File: src/rtl/pmcc_pkg.sv
// Shared types for the PMC coprocessor: loop descriptor, loop sequencer states and LIFO sizing.
package pmcc_pkg;

  localparam int unsigned PMCC_ADDR_W          = 10;
  localparam int unsigned PMCC_ITER_W          = 14;
  localparam int unsigned PMCC_LOOP_LIFO_DEPTH = 10;

  typedef struct packed {
    logic [PMCC_ADDR_W-1:0] start_address;
    logic [PMCC_ITER_W-1:0] iterations;
  } pmcc_loop_t;

  typedef enum logic [1:0] {
    StIdle,
    StActive,
    StRestore
  } pmcc_loop_state_t;

endpackage

File: src/rtl/pmcc_loop_ctrl.sv
// Hardware-loop sequencer: keeps the active loop locally, spills outer loops to an external LIFO
// and gives the PC logic a same-cycle branch decision at each loop-end instruction.
module pmcc_loop_ctrl
  import pmcc_pkg::*;
#(
  parameter int unsigned ADDR_W     = PMCC_ADDR_W,
  parameter int unsigned ITER_W     = PMCC_ITER_W,
  parameter int unsigned LIFO_DEPTH = PMCC_LOOP_LIFO_DEPTH
) (
  input  logic              clk,
  input  logic              rst_n,
  input  logic              flush,
  input  logic              loop_start,
  input  logic [ITER_W-1:0] loop_iterations,
  input  logic [ADDR_W-1:0] loop_body_addr,
  input  logic              loop_end,
  output logic              branch,
  output logic [ADDR_W-1:0] branch_addr,
  output logic              stall,
  output logic [3:0]        depth,
  output logic              overflow_err,
  output logic              underflow_err,
  output logic              lifo_push,
  output pmcc_loop_t        lifo_wdata,
  output logic              lifo_pop,
  input  pmcc_loop_t        lifo_rdata,
  input  logic              lifo_full,
  input  logic              lifo_empty
);

  localparam logic [3:0]             DepthMax = 4'(LIFO_DEPTH + 1);
  localparam logic [PMCC_ITER_W-1:0] OnePass  = 1;

  pmcc_loop_state_t state_q;
  pmcc_loop_t       cur_q;
  pmcc_loop_t       new_loop;
  logic [3:0]       depth_q;
  logic             ovf_q, unf_q;
  logic             full_w, last_pass;

  // Depth check backs up lifo_full so the counter can never run past its range.
  assign full_w    = lifo_full | (depth_q >= DepthMax);
  assign last_pass = (cur_q.iterations <= OnePass);

  always_comb begin
    new_loop.start_address = loop_body_addr;
    new_loop.iterations    = (loop_iterations == '0) ? OnePass : loop_iterations;
  end

  always_comb begin
    branch    = 1'b0;
    lifo_push = 1'b0;
    lifo_pop  = 1'b0;
    if (!flush && state_q == StActive) begin
      if (loop_start) begin
        lifo_push = ~full_w;
      end else if (loop_end) begin
        branch   = ~last_pass;
        lifo_pop = last_pass & ~lifo_empty;
      end
    end
  end

  assign stall         = ~flush & (state_q == StRestore);
  assign branch_addr   = cur_q.start_address;
  assign lifo_wdata    = cur_q;
  assign depth         = depth_q;
  assign overflow_err  = ovf_q;
  assign underflow_err = unf_q;

  always_ff @(posedge clk or negedge rst_n) begin
    if (!rst_n) begin
      state_q <= StIdle;
      cur_q   <= '0;
      depth_q <= '0;
      ovf_q   <= 1'b0;
      unf_q   <= 1'b0;
    end else if (flush) begin
      state_q <= StIdle;
      cur_q   <= '0;
      depth_q <= '0;
      ovf_q   <= 1'b0;
      unf_q   <= 1'b0;
    end else begin
      case (state_q)
        StIdle: begin
          if (loop_end) unf_q <= 1'b1;
          if (loop_start) begin
            cur_q   <= new_loop;
            depth_q <= 4'd1;
            state_q <= StActive;
          end
        end
        StActive: begin
          if (loop_start) begin
            // A coincident loop_end is lost; flag it.
            if (loop_end) unf_q <= 1'b1;
            if (full_w) begin
              ovf_q <= 1'b1;
            end else begin
              cur_q   <= new_loop;
              depth_q <= depth_q + 4'd1;
            end
          end else if (loop_end) begin
            if (!last_pass) begin
              cur_q.iterations <= cur_q.iterations - OnePass;
            end else if (lifo_empty) begin
              depth_q <= '0;
              state_q <= StIdle;
            end else begin
              depth_q <= (depth_q != '0) ? depth_q - 4'd1 : '0;
              state_q <= StRestore;
            end
          end
        end
        StRestore: begin
          cur_q   <= lifo_rdata;
          state_q <= StActive;
        end
        default: state_q <= StIdle;
      endcase
    end
  end

endmodule

File: config.mk
export PLATFORM = sky130hd
export DESIGN_NAME = pmcc_loop_ctrl
export DESIGN_NICKNAME = d
export VERILOG_FILES = /design/src/rtl/pmcc_pkg.sv /design/src/rtl/pmcc_loop_ctrl.sv
export SDC_FILE = /design/constraint.sdc
export NUM_CORES = 1
export LEC_CHECK = 0
export BUFFER_PORTS_ARGS = -buffer_cell sky130_fd_sc_hd__buf_2
export CORE_MARGIN = 2
export CORE_UTILIZATION = 53
export CTS_CLUSTER_SIZE = 30
export DETAILED_ROUTE_END_ITERATION = 6
export GPL_TIMING_DRIVEN = 0
export PLACE_DENSITY = 0.88
export SYNTH_ARGS = -nofsm -noshare
export SYNTH_HDL_FRONTEND = slang
export SYNTH_SLANG_ARGS = --single-unit
export TNS_END_PERCENT = 5
File: constraint.sdc
create_clock -name clk -period 4.1 [get_ports clk]
set_input_delay 0.615 -clock clk [delete_from_list [all_inputs] [get_ports clk]]
set_output_delay 0.615 -clock clk [all_outputs]
set_load 0.005 [all_outputs]
==> impl_results.html, run 1 <==
<table>
<tr><th>Metric</th><th>Value</th></tr>
<tr><th colspan="2">Drt</th></tr>
<tr><td>Via total after detailed routing</td><td>3,091</td></tr>
<tr><td>DR pass1 iterations</td><td>5</td></tr>
<tr><td>Number of design-rule violations left by the first detailed-router iteration</td><td>between 300 and 400</td></tr>
<tr><td>Vias per std cell</td><td>6.480</td></tr>
<tr><td>Total routed wirelength</td><td>8.463 mm</td></tr>
<tr><td>Drt drc</td><td>0</td></tr>
<tr><td>Antenna-violating nets left</td><td>0</td></tr>
<tr><td>Routed wire length per instance</td><td>approximately 18 um</td></tr>
<tr><th colspan="2">Global route</th></tr>
<tr><td>First-pass GRT wire length</td><td>13.06 mm</td></tr>
<tr><td>GRT Overall Usage</td><td>31.46%</td></tr>
<tr><td>Pin count of the biggest net entering global routing</td><td>33</td></tr>
<tr><td>Vias in the first global route</td><td>2,732</td></tr>
<tr><td>Overflow left after global routing</td><td>0</td></tr>
<tr><td>Antenna violations before repair</td><td>0</td></tr>
<tr><th colspan="2">Final layout</th></tr>
<tr><td>Combined area of the multi-input logic cells</td><td>0.001545 sq mm</td></tr>
<tr><td>Layout Cell Area excl Fill</td><td>0.003211 sq mm</td></tr>
<tr><td>Antenna Cells</td><td>0</td></tr>
<tr><td>Net count, final</td><td>485</td></tr>
<tr><td>Fraction of final layout cells with drive strength greater than 1</td><td>between 30 and 40%</td></tr>
<tr><td># fillers</td><td>392</td></tr>
<tr><td>Sequential cell area</td><td>800.8 sq um</td></tr>
<tr><td>Area added between synthesis and finish</td><td>26.16%</td></tr>
<tr><th colspan="2">Synth</th></tr>
<tr><td>Share of synthesized cell area in full adder, half adder and majority cells</td><td>between 3 and 4%</td></tr>
<tr><td>Most used DFF post-synth</td><td>sky130_fd_sc_hd__dfrtp_1</td></tr>
<tr><td>Number of warning messages in the yosys log</td><td>0</td></tr>
<tr><td>Combinational family with the most area after synthesis</td><td>compound AO/OA/AOI/OAI gates</td></tr>
<tr><td>Summed instance area of the synthesized netlist</td><td>0.002545 sq mm</td></tr>
<tr><td>Synth Area per Inst</td><td>8.028 sq um</td></tr>
<tr><td>Syn Nets</td><td>380</td></tr>
<tr><td>Post-synthesis mux area share</td><td>1.278%</td></tr>
<tr><td>Complex-gate fraction of the synthesized area</td><td>about 30%</td></tr>
<tr><td>Cell count after synthesis</td><td>317</td></tr>
<tr><td>Async set or reset register ratio after synthesis</td><td>100.0%</td></tr>
<tr><td>Number of enable-type register cells in the synthesized netlist</td><td>0</td></tr>
<tr><td>Synthesized-area fraction occupied by and/or/nand/nor cells</td><td>roughly 25%</td></tr>
<tr><td>Synth Area in XOR/XNOR</td><td>0.6883%</td></tr>
<tr><td>Unique masters post-synth</td><td>57</td></tr>
<tr><td>Register bit count reported by yosys</td><td>32</td></tr>
<tr><td>Proportion of synthesized chip area in sequential cells</td><td>31.47%</td></tr>
<tr><th colspan="2">Worst setup path</th></tr>
<tr><td>Reg2Reg Capture Point</td><td>lifo_wdata[7]</td></tr>
<tr><td>Reg-to-reg startpoint</td><td>lifo_wdata[3]</td></tr>
<tr><td>Data required, critical path</td><td>roughly 3.5 ns</td></tr>
<tr><td>Top fanout value on the critical path</td><td>7</td></tr>
<tr><td>Slowest cell on the critical path</td><td>sky130_fd_sc_hd__nor4_1</td></tr>
<tr><td>Data arrival at the endpoint of the critical path</td><td>about 2.4 ns</td></tr>
<tr><td>Crit path launch type</td><td>register</td></tr>
<tr><td>Chain of cells forming the critical path</td><td>nor4_1, nand4_1, nor4_1, buf_2</td></tr>
<tr><td>CP Class</td><td>reg -&gt; out</td></tr>
<tr><td>Worst path top cell family by delay</td><td>simple AND/OR/NAND/NOR gates</td></tr>
<tr><td>Largest stage delay, worst path</td><td>0.92 ns</td></tr>
<tr><td>Crit path capture type</td><td>primary output</td></tr>
<tr><td>Reg2Reg Depth</td><td>5</td></tr>
<tr><td>Worst path most repeated cell</td><td>sky130_fd_sc_hd__nor4_1</td></tr>
<tr><td>Buffers and inverters on the worst path</td><td>1</td></tr>
<tr><td>Register-to-register setup slack</td><td>1.36 ns</td></tr>
<tr><th colspan="2">Timing</th></tr>
<tr><td>Setup violation total in the final timing report</td><td>0</td></tr>
<tr><td>Fin crit share</td><td>74.30%</td></tr>
<tr><td>Least-Margin Pin Slew</td><td>about 1.1 ns</td></tr>
<tr><td>Final hold vios</td><td>0</td></tr>
<tr><td>Relative max-transition margin</td><td>between 20% and 30%</td></tr>
<tr><td>Final Worst Setup Slack</td><td>1.054 ns</td></tr>
<tr><td>RSZ-0062 raised after global routing</td><td>no</td></tr>
<tr><td>Setup TNS</td><td>0 ns</td></tr>
<tr><td>Worst clock skew</td><td>about 0.003 ns</td></tr>
<tr><td>Peak clock frequency supported by timing</td><td>328.3 MHz</td></tr>
<tr><td>Count of final max-slew check failures</td><td>0</td></tr>
<tr><td>Final Critical Period</td><td>3.046 ns</td></tr>
<tr><td>Fin Hold WS</td><td>0.3839 ns</td></tr>
<tr><th colspan="2">Min path</th></tr>
<tr><td>Path category of the worst min-delay check</td><td>in -&gt; async</td></tr>
<tr><th colspan="2">Clocking</th></tr>
<tr><td>Count of buffers added by post-CTS timing repair for setup</td><td>0</td></tr>
<tr><td>TritonCTS clock tree</td><td>yes</td></tr>
<tr><td>Source-to-sink clock delay at the later pin of the worst-skew pair</td><td>0.29 ns</td></tr>
<tr><td>H-tree levels</td><td>2</td></tr>
<tr><td>Num CTS Buffers</td><td>5</td></tr>
<tr><td>Sink count of the clock tree</td><td>32</td></tr>
<tr><td>Count of hold buffers inserted by post-cts repair</td><td>0</td></tr>
<tr><td>Post-CTS sizing</td><td>0</td></tr>
<tr><td>Clock root buffer</td><td>sky130_fd_sc_hd__clkbuf_8</td></tr>
<tr><td>Maximum buffer depth of the clock tree</td><td>2</td></tr>
<tr><td>CTS clock-pin slew for the worst setup and hold paths</td><td>0.07 ns</td></tr>
<tr><th colspan="2">Status</th></tr>
<tr><td>Status</td><td>complete, no violations</td></tr>
<tr><th colspan="2">Die</th></tr>
<tr><td>Rows</td><td>25</td></tr>
<tr><td>Y dimension of the die</td><td>73.30 um</td></tr>
<tr><td>Die width</td><td>73.30 um</td></tr>
<tr><td>Io pins</td><td>slightly below 100</td></tr>
<tr><td>Die area</td><td>0.005372 sq mm</td></tr>
<tr><td>Initial core utilization</td><td>54.60%</td></tr>
<tr><td>Core outline area</td><td>0.004661 sq mm</td></tr>
<tr><th colspan="2">Placement</th></tr>
<tr><td>Post-detailed-placement half-perimeter wirelength</td><td>6.344 mm</td></tr>
<tr><td>Pre-CTS setup slack</td><td>1.463 ns</td></tr>
<tr><td>Routability congestion estimate</td><td>0.9545</td></tr>
<tr><td>Number of buffers inserted by port buffering</td><td>98</td></tr>
<tr><td>Cell area reported after detailed placement</td><td>about 0.0031 sq mm</td></tr>
<tr><th colspan="2">Run</th></tr>
<tr><td>Max-cap violation count</td><td>0</td></tr>
<tr><th colspan="2">Power</th></tr>
<tr><td>Maximum VDD drop</td><td>approximately 0.00023 V</td></tr>
<tr><td>PnR Total Power</td><td>1.453 mW</td></tr>
<tr><td>Leak</td><td>1.509 nW</td></tr>
<tr><td>Areal power density over the cells</td><td>about 450 mW/mm^2</td></tr>
</table>
power breakdown:
group	switching, mW	total, mW	internal (mW)	leakage, nW
logic	0.407	0.696	0.290	1.03
clock network	0.122	0.302	0.180	0.0552
registers	0.0798	0.455	0.375	0.423
synth_stat cells (all sizes together) (10+ instances only):
cell type / number / area share, %
a21oi: 20 / 3.9
a22oi: 17 / 5.6
buf: 13 / 3.4
clkbuf: 17 / 2.5
dfrtp: 32 / 31
inv: 13 / 1.9
nand2: 28 / 4.1
nor2: 25 / 3.7
nor3: 10 / 2.0
o21ai: 22 / 4.3
o31ai: 13 / 3.8
metrics by stage:
| stage | std cells | utilization [%] |
|---|---|---|
| 2_1_floorplan | 317 | - |
| 3_3_place_gp | 469 | 66.58 |
| 3_5_place_dp | 469 | 66.58 |
| 4_1_cts | 477 | 68.89 |
| 5_1_grt | 477 | 68.89 |
| 6_report | 477 | 68.89 |
cell type report:
cell class / instances / share of cell area [%]
well taps: 54 / 2.104
clock inverters: 2 / 1.091
plain buffers: 30 / 4.677
clock buffers: 6 / 2.260
inverters: 13 / 1.520
multi-input cells: 242 / 48.13
repair buffers: 98 / 15.28
flip-flops and latches: 32 / 24.94
how the worst max path moves through the flow:
stage	slack, ns	cells past startpoint	endpoint	from
finish	1.05	4	lifo_pop	lifo_wdata[3]
global route	1.04	4	lifo_pop	lifo_wdata[5]
global placement	1.44	7	lifo_wdata[9]	loop_start
floorplan	1.73	3	branch	lifo_wdata[3]
CTS	1.23	4	lifo_pop	lifo_wdata[3]
detailed placement	1.46	7	lifo_wdata[3]	loop_start
cells in the final DEF (no fill, tap or decap), types with 4 or more instances in the layout:
| master | instances |
|---|---|
| sky130_fd_sc_hd__buf_2 | 98 |
| sky130_fd_sc_hd__dfrtp_1 | 32 |
| sky130_fd_sc_hd__nand2_1 | 28 |
| sky130_fd_sc_hd__nor2_1 | 25 |
| sky130_fd_sc_hd__o21ai_0 | 21 |
| sky130_fd_sc_hd__a21oi_1 | 20 |
| sky130_fd_sc_hd__clkbuf_1 | 18 |
| sky130_fd_sc_hd__a22oi_1 | 16 |
| sky130_fd_sc_hd__inv_1 | 13 |
| sky130_fd_sc_hd__o31ai_1 | 13 |
| sky130_fd_sc_hd__nor3_1 | 10 |
| sky130_fd_sc_hd__buf_4 | 10 |
| sky130_fd_sc_hd__nor4_1 | 8 |
| sky130_fd_sc_hd__ha_1 | 8 |
| sky130_fd_sc_hd__nand4_1 | 7 |
| sky130_fd_sc_hd__nor2b_1 | 7 |
| sky130_fd_sc_hd__nand3_1 | 6 |
| sky130_fd_sc_hd__a211oi_1 | 6 |
| sky130_fd_sc_hd__clkbuf_8 | 5 |
| sky130_fd_sc_hd__nand2b_1 | 4 |
| sky130_fd_sc_hd__or4_1 | 4 |
| sky130_fd_sc_hd__and2_1 | 4 |
layer usage:
| layer | share of wire (%) | wire length, um | up-vias | global-route usage, % |
|---|---|---|---|---|
| met4 | 2.0 | 173 | 0 | 11.31 |
| li1 | - | - | 1402 | - |
| met3 | 12 | 993 | 28 | 6.310 |
| met2 | 47 | 3966 | 248 | 50.15 |
| met5 | 0 | 0 | - | 0 |
| met1 | 39 | 3330 | 1413 | 42.53 |
cells by family after synthesis:
group	after synthesis
AND/OR/NAND/NOR	120
AO/OA/AOI/OAI	109
buffers and inverters	43
flip-flops	32
adder cells (fa/ha/maj)	8
multiplexers	3
XOR/XNOR	2
worst reg2reg max path, cell delays in order, from the launching register on:
cell and delay (ns):
sky130_fd_sc_hd__dfrtp_1 0.46, sky130_fd_sc_hd__nor4_1 0.92, sky130_fd_sc_hd__nand3_1 0.42, sky130_fd_sc_hd__or4_1 0.56
sky130_fd_sc_hd__a21oi_1 0.15, sky130_fd_sc_hd__a32o_1 0.15
sequential cells by signal, summed over array words and instances (netlist names):
register / cells
state_q: 2
branch_addr: 10
underflow_err: 1
depth: 4
overflow_err: 1
lifo_wdata: 14
(Power assumes the default switching activity.)
==> run 2: changes to the inputs <==
- ABC_AREA: unset -> 1
- CORE_UTILIZATION: 53 -> 46
- PLACE_DENSITY: 0.88 -> 0.79
- clock period: 4.1 -> 2.65 ns (I/O delays scaled with it)
==> impl_results.html, run 2 <==
<table>
<tr><th>Metric</th><th>Value</th></tr>
<tr><th colspan="2">Global route</th></tr>
<tr><td>First-pass GRT wire length</td><td>13.77 mm</td></tr>
<tr><td>Antenna violations before repair</td><td>0</td></tr>
<tr><td>GRT Overall Usage</td><td>26.16%</td></tr>
<tr><td>Pin count of the biggest net entering global routing</td><td>33</td></tr>
<tr><td>Vias in the first global route</td><td>about 3,000</td></tr>
<tr><td>Overflow left after global routing</td><td>0</td></tr>
<tr><th colspan="2">Synth</th></tr>
<tr><td>Synth top area share</td><td>28.32%</td></tr>
<tr><td>Cell count after synthesis</td><td>443</td></tr>
<tr><td>Synth Area in XOR/XNOR</td><td>0.3097%</td></tr>
<tr><td>Async set or reset register ratio after synthesis</td><td>100.0%</td></tr>
<tr><td>Post-synthesis mux area share</td><td>0%</td></tr>
<tr><td>Number of enable-type register cells in the synthesized netlist</td><td>0</td></tr>
<tr><td>Register bit count reported by yosys</td><td>32</td></tr>
<tr><td>Syn Nets</td><td>506</td></tr>
<tr><td>Yosys top cell by area</td><td>sky130_fd_sc_hd__dfrtp_1</td></tr>
<tr><td>Most used DFF post-synth</td><td>sky130_fd_sc_hd__dfrtp_1</td></tr>
<tr><td>Combinational family with the most area after synthesis</td><td>simple AND/OR/NAND/NOR gates</td></tr>
<tr><td>Synthesized-area fraction occupied by and/or/nand/nor cells</td><td>between 30% and 40%</td></tr>
<tr><td>Proportion of synthesized chip area in sequential cells</td><td>28.32%</td></tr>
<tr><td>Summed instance area of the synthesized netlist</td><td>0.002828 sq mm</td></tr>
<tr><td>Dominant cell by count in the synthesized netlist</td><td>sky130_fd_sc_hd__nand2_1</td></tr>
<tr><td>Synth Area per Inst</td><td>6.383 sq um</td></tr>
<tr><td>Most numerous cell types in the synthesized netlist</td><td>134 x sky130_fd_sc_hd__nand2_1, 51 x sky130_fd_sc_hd__inv_1, 36 x sky130_fd_sc_hd__o21ai_0</td></tr>
<tr><td>Most area-consuming cells after synthesis</td><td>sky130_fd_sc_hd__dfrtp_1 28%, sky130_fd_sc_hd__nand2_1 18%, sky130_fd_sc_hd__inv_1 6.8%</td></tr>
<tr><td>Share of synthesized cell area in full adder, half adder and majority cells</td><td>3.540%</td></tr>
<tr><td>Complex-gate fraction of the synthesized area</td><td>17.21%</td></tr>
<tr><td>Number of warning messages in the yosys log</td><td>0</td></tr>
<tr><td>Unique masters post-synth</td><td>37</td></tr>
<tr><th colspan="2">Drt</th></tr>
<tr><td>Total routed wirelength</td><td>~8.4 mm</td></tr>
<tr><td>Antenna-violating nets left</td><td>0</td></tr>
<tr><td>DR pass1 iterations</td><td>5</td></tr>
<tr><td>Number of design-rule violations left by the first detailed-router iteration</td><td>approximately 250</td></tr>
<tr><td>Drt drc</td><td>0</td></tr>
<tr><td>Via total after detailed routing</td><td>3,186</td></tr>
<tr><td>Vias per std cell</td><td>about 5</td></tr>
<tr><td>Routed wire length per instance</td><td>about 13 um</td></tr>
<tr><th colspan="2">Power</th></tr>
<tr><td>Areal power density over the cells</td><td>964.1 mW/mm^2</td></tr>
<tr><td>Maximum VDD drop</td><td>approximately 0.00047 V</td></tr>
<tr><td>Leak</td><td>1.935 nW</td></tr>
<tr><th colspan="2">Worst setup path</th></tr>
<tr><td>Crit path capture type</td><td>primary output</td></tr>
<tr><td>Reg2Reg Depth</td><td>11</td></tr>
<tr><td>Largest stage delay, worst path</td><td>0.43 ns</td></tr>
<tr><td>Chain of cells forming the critical path</td><td>inv_1, ha_1, inv_1, nand2_1, nand2_1, nor2_1, nand2_1, nor3_1, buf_2</td></tr>
<tr><td>CP Class</td><td>reg -&gt; out</td></tr>
<tr><td>Data required, critical path</td><td>2.25 ns</td></tr>
<tr><td>Slowest cell on the critical path</td><td>sky130_fd_sc_hd__dfrtp_1</td></tr>
<tr><td>Register-to-register setup slack</td><td>0.66 ns</td></tr>
<tr><td>Data arrival at the endpoint of the critical path</td><td>1.84 ns</td></tr>
<tr><td>Worst path most repeated cell</td><td>sky130_fd_sc_hd__nand2_1</td></tr>
<tr><td>Reg-to-reg startpoint</td><td>state_q[1]</td></tr>
<tr><td>Top fanout value on the critical path</td><td>5</td></tr>
<tr><td>Crit path launch type</td><td>register</td></tr>
<tr><td>Reg2Reg Capture Point</td><td>lifo_wdata[4]</td></tr>
<tr><th colspan="2">Timing</th></tr>
<tr><td>Fin crit share</td><td>about 84%</td></tr>
<tr><td>Final Critical Period</td><td>~2.2 ns</td></tr>
<tr><td>Setup TNS</td><td>0 ns</td></tr>
<tr><td>Peak clock frequency supported by timing</td><td>447.2 MHz</td></tr>
<tr><td>RSZ-0062 raised after global routing</td><td>no</td></tr>
<tr><td>Setup violation total in the final timing report</td><td>0</td></tr>
<tr><td>Count of final max-slew check failures</td><td>0</td></tr>
<tr><td>Relative max-transition margin</td><td>about half</td></tr>
<tr><td>Final Worst Setup Slack</td><td>approximately 0.41 ns</td></tr>
<tr><td>Final hold vios</td><td>0</td></tr>
<tr><td>Worst clock skew</td><td>~0.0033 ns</td></tr>
<tr><td>Least-Margin Pin Slew</td><td>approximately 0.77 ns</td></tr>
<tr><th colspan="2">Clocking</th></tr>
<tr><td>H-tree levels</td><td>2</td></tr>
<tr><td>Count of buffers added by post-CTS timing repair for setup</td><td>0</td></tr>
<tr><td>Post-CTS sizing</td><td>0</td></tr>
<tr><td>Sink count of the clock tree</td><td>32</td></tr>
<tr><td>CTS clock-pin slew for the worst setup and hold paths</td><td>roughly 0.070 ns</td></tr>
<tr><td>Maximum buffer depth of the clock tree</td><td>2</td></tr>
<tr><td>Clock root buffer</td><td>sky130_fd_sc_hd__clkbuf_8</td></tr>
<tr><td>TritonCTS clock tree</td><td>yes</td></tr>
<tr><td>Count of hold buffers inserted by post-cts repair</td><td>0</td></tr>
<tr><td>Source-to-sink clock delay at the later pin of the worst-skew pair</td><td>0.29 ns</td></tr>
<tr><td>Num CTS Buffers</td><td>5</td></tr>
<tr><th colspan="2">Final layout</th></tr>
<tr><td>Area added between synthesis and finish</td><td>24.12%</td></tr>
<tr><td>Antenna Cells</td><td>0</td></tr>
<tr><td>Combined area of the multi-input logic cells</td><td>0.001627 sq mm</td></tr>
<tr><td>Final non-filler cell total</td><td>622</td></tr>
<tr><td>Fraction of final layout cells with drive strength greater than 1</td><td>around 28%</td></tr>
<tr><td>Net count, final</td><td>between 600 and 700</td></tr>
<tr><td>Sequential cell area</td><td>800.8 sq um</td></tr>
<tr><td># fillers</td><td>596</td></tr>
<tr><td>Layout Cell Area excl Fill</td><td>approximately 0.0035 sq mm</td></tr>
<tr><td>Max reg flops</td><td>14</td></tr>
<tr><td>Commonest cells after routing, fill and taps aside</td><td>134 x sky130_fd_sc_hd__nand2_1, 100 x sky130_fd_sc_hd__buf_2, 51 x sky130_fd_sc_hd__inv_1</td></tr>
<tr><td>Commonest non-fill, non-tap cell in the layout</td><td>sky130_fd_sc_hd__nand2_1</td></tr>
<tr><th colspan="2">Placement</th></tr>
<tr><td>Total placed cells including tap cells</td><td>614</td></tr>
<tr><td>Pre-CTS setup slack</td><td>0.7382 ns</td></tr>
<tr><td>Post-detailed-placement half-perimeter wirelength</td><td>6.432 mm</td></tr>
<tr><td>Cell area reported after detailed placement</td><td>0.003402 sq mm</td></tr>
<tr><td>Number of buffers inserted by port buffering</td><td>96</td></tr>
<tr><td>Routability congestion estimate</td><td>0.9146</td></tr>
<tr><th colspan="2">Die</th></tr>
<tr><td>Die area</td><td>0.006791 sq mm</td></tr>
<tr><td>Y dimension of the die</td><td>82.41 um</td></tr>
<tr><td>Initial core utilization</td><td>47.76%</td></tr>
<tr><td>Core outline area</td><td>0.005921 sq mm</td></tr>
<tr><td>Die width</td><td>82.41 um</td></tr>
<tr><td>Rows</td><td>28</td></tr>
<tr><td>Io pins</td><td>99</td></tr>
<tr><th colspan="2">Run</th></tr>
<tr><td>Max-cap violation count</td><td>0</td></tr>
<tr><th colspan="2">Status</th></tr>
<tr><td>Status</td><td>complete, no violations</td></tr>
<tr><th colspan="2">Min path</th></tr>
<tr><td>Path category of the worst min-delay check</td><td>in -&gt; async</td></tr>
</table>
## run 2: cells by family after synthesis
kind of cell | count (synthesis)
fa+ha+maj | 8
flops | 32
compound gates | 89
buf+inv | 83
xor+xnor | 1
simple gates | 230
## run 2: worst max-delay path by stage
stage / from / cells after the start / slack, ns / endpoint
detailed placement: state_q[1] / 8 / 0.74 / lifo_pop
global placement: lifo_wdata[0] / 9 / 0.81 / lifo_pop
floorplan: state_q[1] / 7 / 1.01 / lifo_pop
CTS: state_q[1] / 8 / 0.41 / lifo_pop
global route: lifo_wdata[0] / 9 / 0.27 / lifo_pop
finish: lifo_wdata[0] / 9 / 0.41 / lifo_pop
## run 2: cell type report
class                   instances  area share (%)
flip-flops and latches         32           22.82
multi-input cells             328           46.35
plain buffers                  26           4.955
clock buffers                   6           2.068
clock inverters                 2          0.9982
repair buffers                 96           13.69
well taps                      75           2.674
inverters                      57           6.453
## run 2: through the flow
stage               total power, mW  hold slack [ns]  utilization [%]
finish                        3.384           0.1696            59.28
global route                  3.713           0.2361            59.28
CTS                           3.362           0.2063            59.28
detailed placement            2.880           0.4690            57.46
global placement              2.834           0.4658            57.46
floorplan                     2.247           0.1019                -
## run 2: power breakdown
group / internal [mW] / switching, mW
sequential: 0.663 / 0.203
clock: 0.279 / 0.197
combinational: 0.802 / 1.24
total: 1.74 / 1.64
## run 2: layer usage
layer | GRT usage [%] | vias to the layer above | share of wire (%) | wire [um]
met5 | 0 | - | 0 | 0
met4 | 10.50 | 0 | 3.1 | 263
met3 | 4.457 | 20 | 6.8 | 572
met2 | 43.87 | 123 | 46 | 3861
met1 | 33.24 | 1433 | 44 | 3656
li1 | - | 1610 | - | -
## run 2: worst max-delay path, delay by kind of cell, from the launching register on
kind | cells | cell delay [ns]
flops | 1 | 0.43
buf+inv | 3 | 0.37
fa+ha+maj | 1 | 0.21
simple gates | 5 | 0.53
